File: config.mk
export PLATFORM = sky130hd
export DESIGN_NAME = sc_fifo_flags_flat
export DESIGN_NICKNAME = d
export VERILOG_FILES = /design/src/rtl/sc_fifo_flags_if.sv /design/src/rtl/sc_fifo_flags.sv /design/src/flat_wrapper.sv
export SDC_FILE = /design/constraint.sdc
export NUM_CORES = 1
export LEC_CHECK = 0
export CAP_MARGIN = 5
export CELL_PAD_IN_SITES_DETAIL_PLACEMENT = 0
export CELL_PAD_IN_SITES_GLOBAL_PLACEMENT = 1
export CORE_MARGIN = 10
export CORE_UTILIZATION = 52
export CTS_CLUSTER_DIAMETER = 200
export DETAILED_ROUTE_END_ITERATION = 12
export PLACE_DENSITY_LB_ADDON = 0.1
export SLEW_MARGIN = 20
export SYNTH_ARGS = -nofsm -noshare
export SYNTH_HDL_FRONTEND = slang
export SYNTH_SLANG_ARGS = --single-unit
File: constraint.sdc
create_clock -name clk -period 4.3 [get_ports clk]
set_input_delay 0.43 -clock clk [delete_from_list [all_inputs] [get_ports clk]]
set_output_delay 0.43 -clock clk [all_outputs]
set_load 0.1 [all_outputs]
File: src/rtl/sc_fifo_flags_if.sv
// rtl/sc_fifo_flags_if.sv - producer/consumer port bundle for sc_fifo_flags
interface sc_fifo_flags_if #(
  parameter int DW = 8,
  parameter int AW = 3
);
  logic          write;
  logic [DW-1:0] din;
  logic          read;
  logic [DW-1:0] dout;
  logic          full;
  logic          empty;
  logic          almost_full;
  logic          almost_empty;
  logic [AW:0]   data_cnt;
  logic          overflow;
  logic          underflow;
  logic          clr_err;

  modport master (
    output write, din, read, clr_err,
    input  dout, full, empty, almost_full, almost_empty, data_cnt, overflow, underflow
  );

  modport slave (
    input  write, din, read, clr_err,
    output dout, full, empty, almost_full, almost_empty, data_cnt, overflow, underflow
  );
endinterface

File: src/rtl/sc_fifo_flags.sv
// rtl/sc_fifo_flags.sv - single-clock FIFO with level flags and sticky errors
// Define SC_FIFO_FWFT_EN for the first-word-fall-through read path.
module sc_fifo_flags #(
  parameter int DW     = 8,
  parameter int AW     = 3,
  parameter int AF_LVL = (1 << AW) - 1,
  parameter int AE_LVL = 1
) (
  input  logic           clk,
  input  logic           rst,
  sc_fifo_flags_if.slave bus
);

  localparam int          DEPTH    = 1 << AW;
  localparam logic [AW:0] FULL_CNT = (AW + 1)'(DEPTH);
  localparam logic [AW:0] AF_CNT   = (AW + 1)'(AF_LVL);
  localparam logic [AW:0] AE_CNT   = (AW + 1)'(AE_LVL);

  if (AF_LVL < 1 || AF_LVL > DEPTH) begin : g_af_chk
    $error("sc_fifo_flags: AF_LVL %0d outside 1..%0d", AF_LVL, DEPTH);
  end
  if (AE_LVL < 0 || AE_LVL > DEPTH - 1) begin : g_ae_chk
    $error("sc_fifo_flags: AE_LVL %0d outside 0..%0d", AE_LVL, DEPTH - 1);
  end

  logic [DW-1:0] mem [DEPTH];
  logic [AW-1:0] wr_ptr;
  logic [AW-1:0] rd_ptr;
  logic [AW:0]   cnt;
  logic [AW:0]   cnt_nxt;
  logic          full_r;
  logic          empty_r;
  logic          af_r;
  logic          ae_r;
  logic          ovf_r;
  logic          unf_r;
  logic          rd_acc;
  logic          wr_acc;

  // A pop in the same cycle frees the slot, so a full FIFO still takes the write.
  assign rd_acc = bus.read & ~empty_r;
  assign wr_acc = bus.write & (~full_r | rd_acc);

  always_comb begin
    cnt_nxt = cnt;
    case ({wr_acc, rd_acc})
      2'b10:   cnt_nxt = cnt + (AW + 1)'(1);
      2'b01:   cnt_nxt = cnt - (AW + 1)'(1);
      default: cnt_nxt = cnt;
    endcase
  end

  always_ff @(posedge clk) begin
    if (wr_acc) begin
      mem[wr_ptr] <= bus.din;
    end
  end

  always_ff @(posedge clk) begin
    if (rst) begin
      wr_ptr  <= '0;
      rd_ptr  <= '0;
      cnt     <= '0;
      full_r  <= 1'b0;
      empty_r <= 1'b1;
      af_r    <= 1'b0;
      ae_r    <= 1'b1;
      ovf_r   <= 1'b0;
      unf_r   <= 1'b0;
    end else begin
      if (wr_acc) begin
        wr_ptr <= wr_ptr + AW'(1);
      end
      if (rd_acc) begin
        rd_ptr <= rd_ptr + AW'(1);
      end
      cnt     <= cnt_nxt;
      full_r  <= (cnt_nxt == FULL_CNT);
      empty_r <= (cnt_nxt == '0);
      af_r    <= (cnt_nxt >= AF_CNT);
      ae_r    <= (cnt_nxt <= AE_CNT);
      // A fresh error in the clearing cycle keeps the flag set.
      ovf_r   <= (bus.write & ~wr_acc) | (ovf_r & ~bus.clr_err);
      unf_r   <= (bus.read & ~rd_acc) | (unf_r & ~bus.clr_err);
    end
  end

`ifdef SC_FIFO_FWFT_EN
  assign bus.dout = mem[rd_ptr];
`else
  logic [DW-1:0] dout_r;

  always_ff @(posedge clk) begin
    if (rst) begin
      dout_r <= '0;
    end else if (rd_acc) begin
      dout_r <= mem[rd_ptr];
    end
  end

  assign bus.dout = dout_r;
`endif

  assign bus.full         = full_r;
  assign bus.empty        = empty_r;
  assign bus.almost_full  = af_r;
  assign bus.almost_empty = ae_r;
  assign bus.data_cnt     = cnt;
  assign bus.overflow     = ovf_r;
  assign bus.underflow    = unf_r;

endmodule

File: src/flat_wrapper.sv
// flat-port wrapper written by rule: the top's interface ports become plain ports
module sc_fifo_flags_flat 
#(
  parameter int DW     = 8,
  parameter int AW     = 3,
  parameter int AF_LVL = (1 << AW) - 1,
  parameter int AE_LVL = 1
)
  (clk, rst, bus_write, bus_din, bus_read, bus_clr_err, bus_dout, bus_full, bus_empty, bus_almost_full, bus_almost_empty, bus_data_cnt, bus_overflow, bus_underflow);
  sc_fifo_flags_if #(.DW(DW), .AW(AW)) bus_i ();
  input  logic clk;
  input  logic rst;
  input wire logic [$bits(bus_i.write)-1:0] bus_write;
  input wire logic [$bits(bus_i.din)-1:0] bus_din;
  input wire logic [$bits(bus_i.read)-1:0] bus_read;
  input wire logic [$bits(bus_i.clr_err)-1:0] bus_clr_err;
  output wire logic [$bits(bus_i.dout)-1:0] bus_dout;
  output wire logic [$bits(bus_i.full)-1:0] bus_full;
  output wire logic [$bits(bus_i.empty)-1:0] bus_empty;
  output wire logic [$bits(bus_i.almost_full)-1:0] bus_almost_full;
  output wire logic [$bits(bus_i.almost_empty)-1:0] bus_almost_empty;
  output wire logic [$bits(bus_i.data_cnt)-1:0] bus_data_cnt;
  output wire logic [$bits(bus_i.overflow)-1:0] bus_overflow;
  output wire logic [$bits(bus_i.underflow)-1:0] bus_underflow;
  assign bus_i.write = bus_write;
  assign bus_i.din = bus_din;
  assign bus_i.read = bus_read;
  assign bus_i.clr_err = bus_clr_err;
  assign bus_dout = bus_i.dout;
  assign bus_full = bus_i.full;
  assign bus_empty = bus_i.empty;
  assign bus_almost_full = bus_i.almost_full;
  assign bus_almost_empty = bus_i.almost_empty;
  assign bus_data_cnt = bus_i.data_cnt;
  assign bus_overflow = bus_i.overflow;
  assign bus_underflow = bus_i.underflow;
  sc_fifo_flags #(.DW(DW), .AW(AW), .AF_LVL(AF_LVL), .AE_LVL(AE_LVL)) u_core (.clk(clk), .rst(rst), .bus(bus_i));
endmodule
==> results of run 1 <==
logic make-up after synthesis:
| group | synth area share, % |
|---|---|
| DFF | 68.89 |
| and+or+nand+nor | 6.530 |
| muxes | 13.81 |
| AOI/OAI and AO/OA | 5.060 |
| buffers and inverters | 2.404 |
| xor gates and xnor gates | 1.507 |
| adders and majority gates | 1.794 |
tightest hold or removal path, cell delays in order, from the launching register on:
cell,delay (ps)
dfxtp_1,320
nor2_1,90
a211oi_1,50
area by class of cell:
cell class / count / area (um2) / share of cell area [%]
clock buffer: 10 / 127.6 / 3.150
sequential: 88 / 2402 / 59.30
tap: 77 / 96.34 / 2.378
inverter: 4 / 16.27 / 0.4015
clock inverter: 6 / 82.58 / 2.038
timing repair buffer: 32 / 315.3 / 7.783
multi-input combinational: 115 / 1011 / 24.95
routing by layer:
metal	GRT usage (%)	vias to the layer above
li1	-	894
met1	16.12	968
met2	24.06	37
met3	3.171	11
met4	5.531	0
met5	0	-
cell usage in the layout (no fill, tap or decap), drive strengths merged, types with 2 or more instances in the layout:
cell | Yosys | final
clkinv | 1 | 4
or3 | 3 | 3
xor2 | 4 | 4
ha | 5 | 5
nand2b | 4 | 4
mux2i | 11 | 11
o21ai | 2 | 2
nor3 | 3 | 3
a21oi | 8 | 8
clkbuf | 7 | 10
nor2b | 4 | 4
xnor2 | 2 | 2
mux4 | 16 | 16
inv | 3 | 4
bufinv | 0 | 2
nor2 | 22 | 22
clkdlybuf4s50 | 0 | 30
a211oi | 8 | 8
edfxtp | 64 | 64
nand2 | 11 | 11
buf | 5 | 2
dfxtp | 24 | 24
per-stage QoR:
step                      setup slack [ps]  total power, uW  instance area, um2
final                                 1356             2378                4051
after global routing                  1182             2479                4051
after CTS                             1394             2394                4051
after detailed placement              1017             1794                3841
after global placement                1169             1774                3841
after floorplan                       1119             1625                3487
worst min-delay path by stage:
stage                              startpoint                  end  slack [ps]  cells after the start
after global placement    u_core.bus.overflow  u_core.bus.overflow         480                      2
after global routing         u_core.wr_ptr[0]     u_core.wr_ptr[0]         530                      2
final                      u_core.bus.dout[3]   u_core.bus.dout[3]         500                      2
after floorplan              u_core.wr_ptr[0]     u_core.wr_ptr[0]         460                      2
after CTS                    u_core.wr_ptr[0]     u_core.wr_ptr[0]         510                      2
after detailed placement  u_core.bus.overflow  u_core.bus.overflow         490                      2
state kept, by name (all words and copies together), names as in the netlist, 3 cells and up:
| name | cells |
|---|---|
| u_core.mem | 64 |
| u_core.bus.dout | 8 |
| u_core.bus.data_cnt | 4 |
| u_core.rd_ptr | 3 |
| u_core.wr_ptr | 3 |
power by group:
group	total, uW	leakage, uW	switching, uW	internal, uW
combinational	742	0.000447	505	237
sequential	1030	0.000778	51.9	977
clock	607	0.000108	281	326
total	2380	0.00133	838	1540
==> impl_metrics.yaml, run 1 <==
floorplan:
  initial_core_util_pct: 54.30
  ios: 31
  dieHeight_um: 101.9
  die_w_um: 101.9
  fp.coreArea_um2: 6422
  dieArea_um2: 10380
  std_cell_rows: 29
timing:
  setup_tns_ps: 0
  fmax_ghz: 0.3397
  period_share_pct: 68.46
  rsz0062_at_grt: "no"
  hold_viol: 0
  holdWs_ps: 499.7
  tightest_slew_ps: 1004
  clock_skew_ps: 8.145
  drv_slew: 0
  setup_viol: 0
  period_needed_ps: 2944
  relSlewSlack_pct: 32.87
run_status:
  run_status: "finished clean"
setup_path:
  cp-end-kind: "flip-flop"
  regToRegSetupSlack_ps: 1500
  cp_common_cell: "ha_1"
  crit_fanout: 5
  crit_family: "compound AO/OA/AOI/OAI gates"
  crit_cells: 12
  crit_slowest_cell: "clkdlybuf4s50_1"
  crit_end: "u_core.bus.empty"
  path_class: "in2reg"
  crit_required_ps: 4550
  worst_r2r_endpoint: "u_core.bus.empty"
  critPathArrivalTime_ps: 3190
  path_cells: "clkdlybuf4s50_1 > nand2b_1 > a21boi_1 > inv_2 > ha_1 > xor2_1 > ha_1 > a21oi_2 > xnor2_1 > mux2i_1 > mux2_2 > o21a_1"
  startpoint: "bus_read"
  reg2reg_from: "u_core.bus.empty"
  cp_num_buf_inv: 2
  slowest_delay_ps: 480
  startpoint_type: "input port"
  r2r_cells: 11
clock_network:
  clock_sinks: 88
  cts_tree: "built"
  path_clk_slew_ps: 90
  htree_levels: 3
  numCtsBuffers: 9
  root_buffer: "clkbuf_8"
  cts_resized: 0
  postCtsHoldBufs: 0
  cts_setup_buffers: 0
  clk_path_buf_depth: 2
  clk_latency_ps: 350
synthesis:
  synth_area_um2: 3487
  yosys.area.top_type: "edfxtp_1"
  syn_nets: 237
  synth_top_area_share_pct: 55.11
  synth_edf_count: 64
  syn_avg_cell_area_um2: 15.92
  synth-main-ff-cell: "edfxtp_1"
  synth_most_common_cell: "edfxtp_1"
  ys_seq_elements: 88
  yosysUniqueCellTypes: 37
  ys_seq_area_share_pct: 68.89
  synth.area.top_cells: "edfxtp_1 (55%), dfxtp_1 (14%), mux4_2 (10%)"
  yosys_warnings: 0
  synthArstFlopShare_pct: 0
  synth_cells: 219
  yosys-top-cells-count: "edfxtp_1 (64), dfxtp_1 (24), nor2_1 (22), mux4_2 (16)"
flow_run:
  drv_cap: 0
power_and_ir_drop:
  ir_drop_v: 0.0002592
  leakage_uw: 0.001333
  power_density_nw_per_um2: 586.9
route:
  m1WireLength_um: 2902
  wl_met2_um: 3485
  wl_met3_um: 221
  drtIter0Drc: 137
  drc: 0
  drtAntennaViolNets: 0
  vias: 1910
  routed_wirelength_um: 6703
  top_layer: "met4"
  drt-wirelength-per-cell_um: 20.19
  drt-vias-per-instance: 5.753
  firstDrtPassIters: 4
final_layout:
  fillCellCount: 475
  fin_nets: 268
  n_antenna_cell: 0
  layout-drive-gt1-share_pct: 15.29
  final_core_util_pct: 63.08
  areaGrowthSynthToFinish_pct: 16.18
  fin_cells: 332
placement:
  gp_congestion: 0.8173
  io_buffers: 30
  dp_hpwl_um: 4449
  dp.cells: 316
global_routing:
  grt_max_degree: 25
  track_usage_pct: 13.78
  grt_pass1_vias: 1974
  grt_pass1_wl_um: 10700
  grt-ovfl-total: 0
  grt_antenna_before_repair: 0
hold_path:
  min_path_type: "reg2reg"
Power figures use the tool's default switching activity.
==> run 2, diff against run 1 <==
--- a/config.mk
+++ b/config.mk
@@ -9,7 +9,7 @@
 export CELL_PAD_IN_SITES_DETAIL_PLACEMENT = 0
 export CELL_PAD_IN_SITES_GLOBAL_PLACEMENT = 1
 export CORE_MARGIN = 10
-export CORE_UTILIZATION = 52
+export CORE_UTILIZATION = 43
 export CTS_CLUSTER_DIAMETER = 200
 export DETAILED_ROUTE_END_ITERATION = 12
 export PLACE_DENSITY_LB_ADDON = 0.1
==> constraint.sdc (replaced) <==
create_clock -name clk -period 2.5 [get_ports clk]
set_input_delay 0.25 -clock clk [delete_from_list [all_inputs] [get_ports clk]]
set_output_delay 0.25 -clock clk [all_outputs]
set_load 0.1 [all_outputs]
==> run 2 against run 1 <==
  * Non-clock buffer count is 23 higher
  * Largest cell class unchanged
  * Worst hold slack worse by 7.2 ps
  * Critical path depth is 1 lower
  * First-iteration DRC count is 31% lower
  * Final area is 4.0% higher
==> impl_metrics.yaml, run 2 (synthesis gave the netlist of run 1 again) <==
run_status:
  run_status: "finished clean"
setup_path:
  path_class: "in2reg"
  cp_common_cell: "buf_4"
  cp-end-kind: "flip-flop"
  crit_fanout: 5
  path_cells: "clkdlybuf4s50_1 > nand2b_4 > a21boi_4 > inv_2 > ha_1 > buf_4 > o32ai_1 > mux2i_1 > buf_4 > clkinv_2 > and2_1"
  crit_slowest_cell: "clkdlybuf4s50_1"
  startpoint_type: "input port"
  crit_required_ps: 2750
  slowest_delay_ps: 530
  critPathArrivalTime_ps: 2490
clock_network:
  htree_levels: 3
  cts_resized: 0
  clock_sinks: 88
  postCtsHoldBufs: 0
  cts_setup_buffers: 0
  path_clk_slew_ps: 80
  clk_path_buf_depth: 2
  cts_tree: "built"
  clk_latency_ps: 350
  numCtsBuffers: 9
  root_buffer: "clkbuf_8"
hold_path:
  min_path_type: "reg2reg"
route:
  firstDrtPassIters: 4
  drt-vias-per-instance: 5.171
  drt-wirelength-per-cell_um: 17.68
  routed_wirelength_um: 6717
  drc: 0
  drtIter0Drc: 95
  vias: 1965
  drtAntennaViolNets: 0
floorplan:
  die_w_um: 110.1
  initial_core_util_pct: 44.66
  ios: 31
  dieHeight_um: 110.1
  fp.coreArea_um2: 7807
  dieArea_um2: 12110
  std_cell_rows: 32
timing:
  setup_viol: 0
  period_needed_ps: 2248
  relSlewSlack_pct: 56.31
  setup_tns_ps: 0
  fmax_ghz: 0.4448
  period_share_pct: 89.93
  drv_slew: 0
  hold_viol: 0
  rsz0062_at_grt: "no"
  tightest_slew_ps: 654.5
  clock_skew_ps: 10.83
global_routing:
  grt_pass1_vias: 1962
  grt_pass1_wl_um: 10660
  grt_max_degree: 20
  track_usage_pct: 11.99
  grt-ovfl-total: 0
  grt_antenna_before_repair: 0
final_layout:
  layout-drive-gt1-share_pct: 30.94
  areaGrowthSynthToFinish_pct: 20.81
  mostFrequentLayoutCells: "edfxtp_1 (64), buf_4 (43), nor2_1 (22), dfxtp_1 (22), mux4_2 (16)"
  fin_nets: 291
  final_core_util_pct: 53.96
  final_common_cell: "edfxtp_1"
  n_antenna_cell: 0
  largest-register: "u_core.mem"
  largest_reg_flops: 64
  finalInstanceArea_um2: 4213
power_and_ir_drop:
  ir_drop_v: 0.0003763
  power_density_nw_per_um2: 950.3
  leakage_uw: 0.001461
placement:
  io_buffers: 30
  placed_area_um2: 4033
  dp_hpwl_um: 4490
  gp_congestion: 0.8135
flow_run:
  drv_cap: 0
[run 2: cell count changes in the layout (fill, tap and decap cells not counted), sizes merged]
cell and change:
bufinv -2, buf +41, clkinvlp +2, inv +1
clkinv -1, clkdlybuf4s50 -18
[run 2: path summary, 6_finish.rpt]
| kind | startpoint | slack (ps) | cells after the start | end |
|---|---|---|---|---|
| min | u_core.wr_ptr[0] | 490 | 2 | u_core.wr_ptr[0] |
| max | bus_read | 250 | 11 | u_core.bus.full |
| max reg2reg | u_core.bus.empty | 260 | 10 | u_core.bus.full |
| min reg2reg | u_core.wr_ptr[0] | 490 | 2 | u_core.wr_ptr[0] |
[run 2: area by class of cell]
cell class | count | area, um2
tap | 102 | 127.6
multi-input combinational | 115 | 1039
fill | 654 | 3595
clock inverter | 6 | 52.55
inverter | 4 | 16.27
timing repair buffer | 55 | 442.9
clock buffer | 10 | 127.6
sequential | 88 | 2407
[run 2: worst max-delay path: cells and delay by family]
| kind | cells | cell delay (ps) |
|---|---|---|
| compound gates | 2 | 480 |
| fa+ha+maj | 1 | 340 |
| mux | 1 | 220 |
| simple gates | 2 | 220 |
| buf+inv | 5 | 970 |
[run 2: where the power goes]
group | leakage (uW) | internal [uW] | switching, uW | total [uW]
clock network | 0.0000850 | 375 | 519 | 894
registers | 0.000779 | 1680 | 81.3 | 1770
logic | 0.000597 | 460 | 883 | 1340
total | 0.00146 | 2520 | 1480 | 4000
[run 2: per-layer routing]
layer | share of wire, % | track usage, % | vias up
li1 | - | - | 941
met4 | 1.7 | 5.855 | 0
met2 | 50 | 19.60 | 30
met5 | 0 | 0 | -
met1 | 45 | 14.93 | 986
met3 | 2.9 | 2.380 | 8
[run 2: stage by stage]
stage               setup slack, ps  instances  hold slack (ps)  total power (uW)
detailed placement           -120.3        364            480.1              3159
CTS                           240.9        380            492.5              4060
finish                        251.8        380            492.6              4003
global route                  105.4        380            543.7              4203
floorplan                    -47.40        219            348.9              2841
global placement             -117.6        364            476.5              3156
